===== src/rtl/axi4s_vid_out_formatter.sv =====
// Video output formatter: aligns a first-word-fall-through pixel FIFO to VTG timing
// and produces registered native video with lock and underflow status.
module axi4s_vid_out_formatter (
    input  logic        VID_OUT_CLK,
    input  logic        VID_RESET,
    input  logic        VID_CE,
    input  logic [26:0] FIFO_RD_DATA,
    input  logic        FIFO_EMPTY,
    output logic        FIFO_RD_EN,
    input  logic        VTG_ACTIVE_VIDEO,
    input  logic        VTG_VBLANK,
    input  logic        VTG_HBLANK,
    input  logic        VTG_VSYNC,
    input  logic        VTG_HSYNC,
    input  logic        VTG_FIELD_ID,
    output logic        VID_ACTIVE_VIDEO,
    output logic        VID_VBLANK,
    output logic        VID_HBLANK,
    output logic        VID_VSYNC,
    output logic        VID_HSYNC,
    output logic        VID_FIELD_ID,
    output logic [23:0] VID_DATA,
    output logic        LOCKED,
    output logic        UNDERFLOW
);

    typedef enum logic [1:0] {
        ST_SYNC_SOF   = 2'd0,
        ST_WAIT_FRAME = 2'd1,
        ST_RUN        = 2'd2
    } state_t;

    state_t      state_q;
    state_t      state_d;
    logic        de_q;
    logic        vb_q;
    logic        flag_q;
    logic        flag_d;
    logic [5:0]  s1_timing_q;
    logic [23:0] s1_data_q;
    logic [5:0]  s2_timing_q;
    logic [23:0] s2_data_q;
    logic        locked_q;
    logic        underflow_q;

    logic        head_sof_s;
    logic        vb_s;
    logic        vb_rise_s;
    logic        tde_rise_s;
    logic        frame_start_s;
    logic        pop_s;
    logic        drive_s;
    logic        err_s;
    logic [5:0]  vtg_timing_s;

    assign head_sof_s    = FIFO_RD_DATA[25];
    assign vb_s          = VTG_VBLANK | VTG_VSYNC;
    assign vb_rise_s     = vb_s & ~vb_q;
    assign tde_rise_s    = VTG_ACTIVE_VIDEO & ~de_q;
    assign frame_start_s = tde_rise_s & flag_q;
    assign vtg_timing_s  = {VTG_ACTIVE_VIDEO, VTG_VBLANK, VTG_HBLANK,
                            VTG_VSYNC, VTG_HSYNC, VTG_FIELD_ID};

    // Vertical-blank flag: armed by the start of blanking, consumed by the first active pixel.
    always_comb begin
        flag_d = flag_q;
        if (vb_rise_s) begin
            flag_d = 1'b1;
        end else if (tde_rise_s) begin
            flag_d = 1'b0;
        end else begin
            flag_d = flag_q;
        end
    end

    // Lock state machine: decides pops, pixel drive and error reporting for this cycle.
    always_comb begin
        state_d = state_q;
        pop_s   = 1'b0;
        drive_s = 1'b0;
        err_s   = 1'b0;
        case (state_q)
            ST_SYNC_SOF: begin
                // Purge until the head word opens a frame.
                if (!FIFO_EMPTY) begin
                    if (head_sof_s) begin
                        state_d = ST_WAIT_FRAME;
                    end else begin
                        pop_s = 1'b1;
                    end
                end else begin
                    state_d = ST_SYNC_SOF;
                end
            end
            ST_WAIT_FRAME: begin
                if (frame_start_s) begin
                    if (FIFO_EMPTY) begin
                        err_s   = 1'b1;
                        state_d = ST_SYNC_SOF;
                    end else if (head_sof_s) begin
                        pop_s   = 1'b1;
                        drive_s = 1'b1;
                        state_d = ST_RUN;
                    end else begin
                        err_s   = 1'b1;
                        state_d = ST_SYNC_SOF;
                    end
                end else begin
                    state_d = ST_WAIT_FRAME;
                end
            end
            ST_RUN: begin
                if (VTG_ACTIVE_VIDEO) begin
                    if (FIFO_EMPTY) begin
                        err_s   = 1'b1;
                        state_d = ST_SYNC_SOF;
                    end else if (frame_start_s && !head_sof_s) begin
                        err_s   = 1'b1;
                        state_d = ST_SYNC_SOF;
                    end else if (head_sof_s && !frame_start_s) begin
                        // Early sof: keep the word so the next frame can start with it.
                        err_s   = 1'b1;
                        state_d = ST_WAIT_FRAME;
                    end else begin
                        pop_s   = 1'b1;
                        drive_s = 1'b1;
                    end
                end else begin
                    state_d = ST_RUN;
                end
            end
            default: begin
                state_d = ST_SYNC_SOF;
            end
        endcase
    end

    assign FIFO_RD_EN = pop_s & VID_CE & ~VID_RESET;

    // All state and the two-stage output pipeline advance only on enabled cycles.
    always_ff @(posedge VID_OUT_CLK or posedge VID_RESET) begin
        if (VID_RESET) begin
            state_q     <= ST_SYNC_SOF;
            de_q        <= 1'b0;
            vb_q        <= 1'b0;
            flag_q      <= 1'b0;
            s1_timing_q <= 6'd0;
            s1_data_q   <= 24'd0;
            s2_timing_q <= 6'd0;
            s2_data_q   <= 24'd0;
            locked_q    <= 1'b0;
            underflow_q <= 1'b0;
        end else if (VID_CE) begin
            state_q     <= state_d;
            de_q        <= VTG_ACTIVE_VIDEO;
            vb_q        <= vb_s;
            flag_q      <= flag_d;
            s1_timing_q <= vtg_timing_s;
            s1_data_q   <= drive_s ? FIFO_RD_DATA[23:0] : 24'd0;
            s2_timing_q <= s1_timing_q;
            s2_data_q   <= s1_data_q;
            locked_q    <= (state_d == ST_RUN);
            underflow_q <= err_s;
        end else begin
            state_q     <= state_q;
            de_q        <= de_q;
            vb_q        <= vb_q;
            flag_q      <= flag_q;
            s1_timing_q <= s1_timing_q;
            s1_data_q   <= s1_data_q;
            s2_timing_q <= s2_timing_q;
            s2_data_q   <= s2_data_q;
            locked_q    <= locked_q;
            underflow_q <= underflow_q;
        end
    end

    assign VID_ACTIVE_VIDEO = s2_timing_q[5];
    assign VID_VBLANK       = s2_timing_q[4];
    assign VID_HBLANK       = s2_timing_q[3];
    assign VID_VSYNC        = s2_timing_q[2];
    assign VID_HSYNC        = s2_timing_q[1];
    assign VID_FIELD_ID     = s2_timing_q[0];
    assign VID_DATA         = s2_data_q;
    assign LOCKED           = locked_q;
    assign UNDERFLOW        = underflow_q;

endmodule


===== config.mk =====
export PLATFORM = sky130hd
export DESIGN_NAME = axi4s_vid_out_formatter
export DESIGN_NICKNAME = d
export VERILOG_FILES = /design/src/rtl/axi4s_vid_out_formatter.sv
export SDC_FILE = /design/constraint.sdc
export NUM_CORES = 1
export LEC_CHECK = 0
export ABC_AREA = 1
export BUFFER_PORTS_ARGS = -buffer_cell sky130_fd_sc_hd__buf_2
export CORE_MARGIN = 2
export CORE_UTILIZATION = 41
export DETAILED_ROUTE_END_ITERATION = 10
export SETUP_SLACK_MARGIN = 0.15
export SYNTH_ARGS = -nofsm -noshare
export SYNTH_HDL_FRONTEND = slang
export SYNTH_SLANG_ARGS = --single-unit

===== constraint.sdc =====
create_clock -name VID_OUT_CLK -period 2.3 [get_ports VID_OUT_CLK]
set_clock_uncertainty 0.05 [all_clocks]
set_input_delay 0.345 -clock VID_OUT_CLK [delete_from_list [all_inputs] [get_ports VID_OUT_CLK]]
set_output_delay 0.345 -clock VID_OUT_CLK [all_outputs]
set_load 0.05 [all_outputs]

==> flow_summary.json, run 1 <==
{
  "run_status": "finished, final reports clean",
  "ios": 70,
  "die_area_um2": 7830,
  "grt_antenna_before_repair": 0,
  "totalWireLength_um": 6240,
  "syn_area_um2": 2930,
  "clk_latency_ns": 0.34,
  "holdCritPathClass": "in -> async",
  "grt_setup_unrepaired": "yes",
  "drt_iter0_drc": 96,
  "fmax_mhz": 475,
  "num_rows": 30,
  "critical_path_class": "reg -> out",
  "tns_ns": 0,
  "setup_ws_ns": 0.195,
  "hold_viol": 0,
  "grt_pass1_vias": 2248,
  "pre_cts_ws_ns": 0.240,
  "place_congestion": 0.833,
  "root_buffer": "clkbuf_8",
  "relSlewSlack": 0.590,
  "initial_core_util": 0.428,
  "final_common_cell": "nand2_1",
  "dr.pass1.iters": 4,
  "synthCells": 309,
  "rr_worst_depth": 10,
  "die_x_um": 88.5,
  "worstMarginPinSlew_ns": 0.615,
  "syn_to_final_growth_pct": 24.9,
  "fin_crit_sh": 0.915,
  "ys_seq_area_frac": 0.565,
  "track_usage": 0.177,
  "cts_tree": "done",
  "core_um2": 6830,
  "cp-endpoint": "FIFO_RD_EN",
  "ys_ff_latch": 66,
  "avgSynthCellArea_um2": 9.47,
  "nets": 428,
  "die_h_um": 88.5,
  "drv_cap": 0,
  "end_kind": "output pin",
  "cts.sinks": 66,
  "layout_common_cells": "nand2_1, dfrtp_1, buf_2",
  "fin_cells": 486,
  "cp.required_ns": 1.90,
  "h-tree-depth": 3,
  "worst-path-max-fanout": 2,
  "startpoint_type": "register",
  "cts.clk_slew.worst_paths_ns": 0.07,
  "vias": 2225,
  "antennaDiodeCount": 0,
  "ant_nets": 0,
  "drc": 0,
  "synth_nets": 352,
  "grt_pass1_wl_um": 10500,
  "drive_above_1_share": 0.369,
  "leakage_nw": 1.92,
  "regToRegEndpoint": "s1_data_q[14]",
  "synthDistinctLibCells": 21,
  "wl_per_cell_um": 12.8,
  "rr_startpoint": "flag_q",
  "p_per_area_nw_per_um2": 758,
  "cts_hold_buf": 0,
  "startpoint": "flag_q",
  "grt_overflow": 0,
  "min_period_ns": 2.10,
  "setup_viol": 0,
  "clock_path_buffers": 2,
  "io_buffers": 67,
  "hpwl_um": 3830,
  "grt_max_degree": 65,
  "place_inst": 464,
  "reg2reg_slack_ns": 0.50,
  "slew_violations": 0,
  "cp.arrival_ns": 1.71,
  "synth_warnings": 0,
  "ir_drop_v": 0.000387,
  "avgViaCountPerCell": 4.58,
  "cts_buffers": 9
}
-- how the worst min path moves through the flow --
stage                       startpoint            end  depth (start not counted)
after floorplan                   vb_q         flag_q                          1
after global placement            vb_q         flag_q                          1
after detailed placement  VID_DATA[19]   VID_DATA[19]                          2
after CTS                    VID_RESET   VID_DATA[18]                          2
after global routing         VID_RESET  s1_data_q[17]                          2
final                        VID_RESET     state_q[0]                          2
-- where the power goes --
group | total [W] | leakage, nW | internal (W) | switching [W]
clock | 0.00111 | 0.112 | 0.000642 | 0.000468
sequential | 0.00124 | 0.895 | 0.00121 | 0.0000302
combinational | 0.000423 | 0.916 | 0.000125 | 0.000298
total | 0.00277 | 1.92 | 0.00197 | 0.000796
-- flip-flops by register name (all words and copies together), names as in the netlist --
register / cells
LOCKED: 1
UNDERFLOW: 1
VID_DATA: 24
de_q: 1
flag_q: 1
s1_data_q: 24
s1_timing_q: 5
s2_timing_q: 6
state_q: 2
vb_q: 1
-- cell type report --
type	instances	area, µm²
Fill cell	671	3180
Tap cell	96	120
Clock buffer	10	138
Clock inverter	6	90.1
Multi-Input combinational cell	195	1080
Inverter	33	124
Timing Repair Buffer	80	452
Sequential cell	66	1650
-- per-stage QoR --
step	area, µm²	total power, W	hold WS, ns	utilization
6_report	3650	0.00277	0.0187	0.535
5_1_grt	3650	0.00291	0.0498	0.535
3_5_place_dp	3340	0.00166	0.405	0.489
4_1_cts	3630	0.00279	0.0245	0.532
3_3_place_gp	3340	0.00165	0.395	0.489
2_1_floorplan	2930	0.00154	0.385	-
-- timing repair --
item / in CTS / in global routing
setup endpoints to repair: 1 / 1
gates resized for setup: 6 / 6
setup buffers: 6 / 0
pin swaps: 3 / 5
-- kinds of logic (layout without fill, tap and decap cells) --
family | after synthesis | after routing | share of synthesized area
AOI/OAI and AO/OA | 44 | 44 | 0.0920
adders and majority gates | 6 | 6 | 0.0257
buffers and inverters | 48 | 129 | 0.0791
DFF | 66 | 66 | 0.565
and+or+nand+nor | 145 | 145 | 0.239
-- worst max-delay path: stages, from the launching register on --
cell and delay (ns):
dfrtp_1 0.41, nand3_4 0.10, inv_2 0.05, ha_4 0.25, inv_2 0.04, nor2_4 0.09
nand3_2 0.10, nand2_4 0.09, o21ai_2 0.06, inv_1 0.06, buf_6 0.15
-- synthesized netlist by cell type --
cell | count | area share
inv_1 | 31 | 0.040
o21ai_0 | 29 | 0.050
o21ai_2 | 13 | 0.039
buf_2 | 3 | 0.0051
nor2_2 | 1 | 0.0021
buf_12 | 2 | 0.014
inv_2 | 2 | 0.0026
dfrtp_1 | 66 | 0.56
clkbuf_1 | 6 | 0.0077
o21ai_1 | 1 | 0.0017
nand3_2 | 21 | 0.072
nor3_1 | 1 | 0.0017
nand2_2 | 1 | 0.0021
buf_1 | 2 | 0.0026
a21oi_1 | 1 | 0.0017
nor2_1 | 9 | 0.012
nand2_4 | 1 | 0.0038
buf_6 | 2 | 0.0077
nand3_1 | 7 | 0.012
ha_1 | 6 | 0.026
nand2_1 | 104 | 0.13
-- metal layers --
metal  track usage  up-vias  wire, µm
li1              -     1116         -
met1         0.231     1051      2980
met2         0.273       50      2870
met3        0.0588        8       300
met4        0.0730        0        86
met5             0        -         0
Note: power is estimated with default switching activity, not from simulation.
==> run 2, diff against run 1 <==
- BUFFER_PORTS_ARGS: -buffer_cell sky130_fd_sc_hd__buf_2 -> default
- CELL_PAD_IN_SITES_DETAIL_PLACEMENT: default -> 0
- CELL_PAD_IN_SITES_GLOBAL_PLACEMENT: default -> 2
- CORE_UTILIZATION: 41 -> 38
- DONT_BUFFER_PORTS: default -> 1
- PLACE_DENSITY_LB_ADDON: default -> 0.1
==> run 2 against run 1 <==
Net effect: combinational power down 35%; critical path depth unchanged; first-iteration DRC count down 41%; utilization down 8.4 points; cell area down 9.0%; largest cell class unchanged.
==> flow_summary.json, run 2 (synthesis gave the netlist of run 1 again) <==
{
  "cp.arrival_ns": 1.67,
  "grt_pass1_wl_um": 10500,
  "core_um2": 7370,
  "layout_common_cells": "nand2_1, dfrtp_1, o21ai_0",
  "relSlewSlack": 0.578,
  "totalWireLength_um": 6210,
  "leakage_nw": 1.61,
  "run_status": "finished, final reports clean",
  "setup_viol": 0,
  "track_usage": 0.160,
  "worst-path-max-fanout": 2,
  "die_area_um2": 8420,
  "fin_util": 0.451,
  "nFillCells": 768,
  "dr.pass1.iters": 4,
  "num_rows": 31,
  "fin_crit_sh": 0.898,
  "cp.required_ns": 1.90,
  "wl_per_cell_um": 14.9,
  "drc": 0,
  "initial_core_util": 0.397,
  "drive_above_1_share": 0.226,
  "grt_overflow": 0,
  "cts.sinks": 66,
  "avgViaCountPerCell": 4.72,
  "fmax_mhz": 484,
  "critical_path_class": "reg -> out",
  "grt_max_degree": 65,
  "antennaDiodeCount": 0,
  "die_h_um": 91.7,
  "ios": 70,
  "drt_iter0_drc": 57,
  "grt_pass1_vias": 2048,
  "h-tree-depth": 3,
  "syn_to_final_growth_pct": 13.6,
  "hold_viol": 0,
  "root_buffer": "clkbuf_8",
  "nets": 357,
  "worstMarginPinSlew_ns": 0.633,
  "grt_antenna_before_repair": 0,
  "ir_drop_v": 0.000366,
  "clk_latency_ns": 0.33,
  "die_x_um": 91.7,
  "vias": 1972,
  "cts_tree": "done",
  "drv_cap": 0,
  "clock_path_buffers": 2,
  "cts_buffers": 9,
  "whs_ns": 0.0327,
  "place_congestion": 0.743,
  "holdCritPathClass": "in -> reg",
  "hpwl_um": 3860,
  "min_period_ns": 2.06,
  "cts.clk_slew.worst_paths_ns": 0.07,
  "startpoint_type": "register",
  "tns_ns": 0,
  "io_buffers": 0,
  "ant_nets": 0,
  "final_common_cell": "nand2_1",
  "slew_violations": 0,
  "grt_setup_unrepaired": "yes",
  "p_per_area_nw_per_um2": 842,
  "end_kind": "output pin"
}
==> run 2: changes by cell type in the layout (fill, tap and decap cells not counted), sizes merged <==
cell,previous run,this run
dlygate4sd3,0,1
buf,80,8
clkinv,3,2
inv,33,34
bufinv,2,3
clkinvlp,1,0
==> run 2: report_power, final <==
part | internal (W) | leakage (nW) | switching, W
logic | 0.0000876 | 0.585 | 0.000189
registers | 0.00120 | 0.895 | 0.000102
clock network | 0.000754 | 0.127 | 0.000461
total | 0.00205 | 1.61 | 0.000752
==> run 2: worst paths after layout <==
| kind | slack (ns) | cells after the start | startpoint | end |
|---|---|---|---|---|
| setup / recovery | 0.24 | 10 | flag_q | FIFO_RD_EN |
| hold / removal | 0.03 | 1 | VID_CE | s1_data_q[6] |
| setup reg to reg | 0.49 | 10 | flag_q | s1_data_q[13] |
| hold reg to reg | 0.42 | 2 | s1_timing_q[2] | s2_timing_q[2] |
| max in group asynchronous | 1.11 | 3 | VID_RESET | LOCKED |
| min in group asynchronous | 0.49 | 2 | VID_RESET | state_q[1] |
==> run 2: stage by stage <==
stage	setup slack [ns]	area (µm²)	std cells	power, W
after floorplan	0.250	2930	309	0.00154
after global placement	0.390	3020	399	0.00160
after detailed placement	0.371	3020	399	0.00160
after CTS	0.141	3300	417	0.00284
after global routing	0.120	3320	418	0.00294
final	0.235	3320	418	0.00280
==> run 2: per-layer routing <==
| metal | up-vias | track usage | part of all wire |
|---|---|---|---|
| met5 | - | 0 | 0 |
| met3 | 9 | 0.0567 | 0.063 |
| met2 | 51 | 0.238 | 0.44 |
| met1 | 936 | 0.214 | 0.48 |
| met4 | 0 | 0.0597 | 0.013 |
| li1 | 976 | - | - |
==> run 2: area by class of cell <==
type,instances,area (µm²),share of cell area
Multi-Input combinational cell,195,1070,0.321
Inverter,33,124,0.0373
Timing Repair Buffer,9,108,0.0324
Tap cell,99,124,0.0373
Clock buffer,10,138,0.0414
Clock inverter,6,113,0.0339
Sequential cell,66,1650,0.497
==> run 2: critical path, cell delays in order (launching register included) <==
cell	delay, ns
dfrtp_1	0.39
nand3_2	0.09
inv_2	0.05
ha_4	0.25
inv_2	0.03
nor2_2	0.10
nand3_2	0.09
nand2_4	0.08
o21ai_2	0.06
inv_2	0.07
buf_12	0.13
==> run 2: what timing repair did <==
item                       4_1_cts  5_1_grt
hold endpoints to repair        22        0
buffers inserted                 1        1
setup endpoints to repair        1        1
pin swaps                        4        6
resized for setup                3        5
hold buffers                     1        0
==> run 3, diff against run 2 <==
- CORE_MARGIN: 2 -> default
==> run 3 against run 2 <==
Net effect: power shrank 2.5%; combinational power grew 3%; cell area grew 0.49%; worst hold slack lost 0.0069 ns; sequential power is essentially flat.
==> flow_summary.json, run 3 (synthesis gave the netlist of run 1 again) <==
{
  "die_x_um": 89.7,
  "die_area_um2": 8050,
  "grt_util_met3": 0.0550,
  "io_buffers": 0,
  "cp.required_ns": 1.90,
  "grt_max_degree": 65,
  "grt_antenna_before_repair": 0,
  "syn_to_final_growth_pct": 14.2,
  "rr_worst_depth": 12,
  "cts_tree": "done",
  "rr_startpoint": "flag_q",
  "grt_setup_unrepaired": "yes",
  "ios": 70,
  "worst-path-max-fanout": 2,
  "switching_share": 0.277,
  "hold_viol": 0,
  "global_route.peak_usage_layer": "met2",
  "wl_per_cell_um": 13.9,
  "place_congestion": 0.724,
  "ant_nets": 0,
  "power_frac_clock": 0.417,
  "hpwl_um": 3790,
  "h-tree-depth": 3,
  "setup_ws_ns": 0.239,
  "cp-endpoint": "FIFO_RD_EN",
  "cts.sinks": 66,
  "drc": 0,
  "nets": 359,
  "clock_path_buffers": 2,
  "p_int_w": 0.00197,
  "final_area_um2": 3340,
  "reg2reg_slack_ns": 0.32,
  "ir_drop_v": 0.000343,
  "drive_above_1_share": 0.231,
  "startpoint": "flag_q",
  "p_per_area_nw_per_um2": 817,
  "slew_violations": 0,
  "drv_cap": 0,
  "netSwitchingPower_w": 0.000756,
  "tns_ns": 0,
  "use_met2": 0.238,
  "num_rows": 31,
  "core_um2": 7330,
  "clk_latency_ns": 0.34,
  "holdCritPathClass": "in -> reg",
  "pwr-share-comb": 0.104,
  "totalWireLength_um": 5860,
  "min_period_ns": 2.06,
  "use_met1": 0.216,
  "nFillCells": 737,
  "fin_crit_sh": 0.896,
  "fin_util": 0.456,
  "grt_overflow": 0,
  "critical_path_class": "reg -> out",
  "startpoint_type": "register",
  "antennaDiodeCount": 0,
  "grt_pass1_wl_um": 10200,
  "run_status": "finished, final reports clean",
  "whs_ns": 0.0257,
  "layout_common_cells": "nand2_1, dfrtp_1, o21ai_0",
  "cts.clk_slew.worst_paths_ns": 0.08,
  "fmax_mhz": 485,
  "cp.arrival_ns": 1.67,
  "worstMarginPinSlew_ns": 0.613,
  "initial_core_util": 0.399,
  "cts_buffers": 9,
  "vias": 1970,
  "end_kind": "output pin",
  "track_usage": 0.163,
  "leakage_nw": 1.61,
  "p_seq_frac": 0.479,
  "avgViaCountPerCell": 4.69,
  "setup_viol": 0,
  "die_h_um": 89.7,
  "regToRegEndpoint": "s1_data_q[14]",
  "grt_pass1_vias": 2025,
  "final_common_cell": "nand2_1",
  "root_buffer": "clkbuf_8",
  "dr.pass1.iters": 4,
  "drt_iter0_drc": 72,
  "placed_area_um2": 3020,
  "pre_cts_ws_ns": 0.273,
  "relSlewSlack": 0.591
}
[run 3: cell count changes in the layout (fill, tap and decap cells not counted), sizes merged]
cell      delta
buf          +2
clkinvlp     +1
clkinv       -1
bufinv       -1
clkbuf       +1
[run 3: layout make-up]
class,count,area [µm²],area share
timing repair buffer,11,123,0.0367
tap,99,124,0.0371
sequential,66,1650,0.495
clock buffer,11,151,0.0453
clock inverter,5,85.1,0.0255
inverter,33,126,0.0378
multi-input combinational,195,1080,0.323
[run 3: power groups by stage]
stage / clock [W] / combinational, W / sequential, W
detailed placement: 0 / 0.000271 / 0.00133
floorplan: 0 / 0.000220 / 0.00132
global placement: 0 / 0.000272 / 0.00133
global route: 0.00121 / 0.000329 / 0.00132
finish: 0.00114 / 0.000285 / 0.00131
CTS: 0.00117 / 0.000291 / 0.00131
[run 3: metrics by stage]
step	total power [W]	cells
finish	0.00273	420
global route	0.00286	420
floorplan	0.00154	309
CTS	0.00277	419
global placement	0.00160	399
detailed placement	0.00160	399
[run 3: routing by layer]
metal,vias to the layer above,share of wire
met5,-,0
met4,0,0.015
met3,9,0.060
met2,51,0.45
met1,919,0.48
li1,991,-
[run 3: worst min path at each step]
| stage | startpoint | end | cells past startpoint |
|---|---|---|---|
| 6_report | VID_CE | s1_data_q[2] | 1 |
| 4_1_cts | VID_CE | s1_data_q[2] | 1 |
| 3_3_place_gp | VID_RESET | state_q[1] | 1 |
| 2_1_floorplan | vb_q | flag_q | 1 |
| 3_5_place_dp | VID_RESET | s2_timing_q[5] | 1 |
| 5_1_grt | VID_CE | s1_data_q[5] | 1 |
[run 3: critical path, stage by stage (launching register included)]
cell	delay (ns)
dfrtp_1	0.41
nand3_4	0.11
inv_4	0.04
ha_4	0.25
inv_2	0.03
nor2_4	0.08
nand3_2	0.08
nand2_4	0.08
o21ai_2	0.05
inv_2	0.07
buf_12	0.13
[run 3: timing repair]
item / in CTS / in global routing
hold buffers: 1 / 0
resized for setup: 8 / 3
endpoints found under the setup margin: 1 / 1
buffers inserted: 3 / 1
pin swaps: 6 / 6
endpoints found under the hold margin: 21 / 0
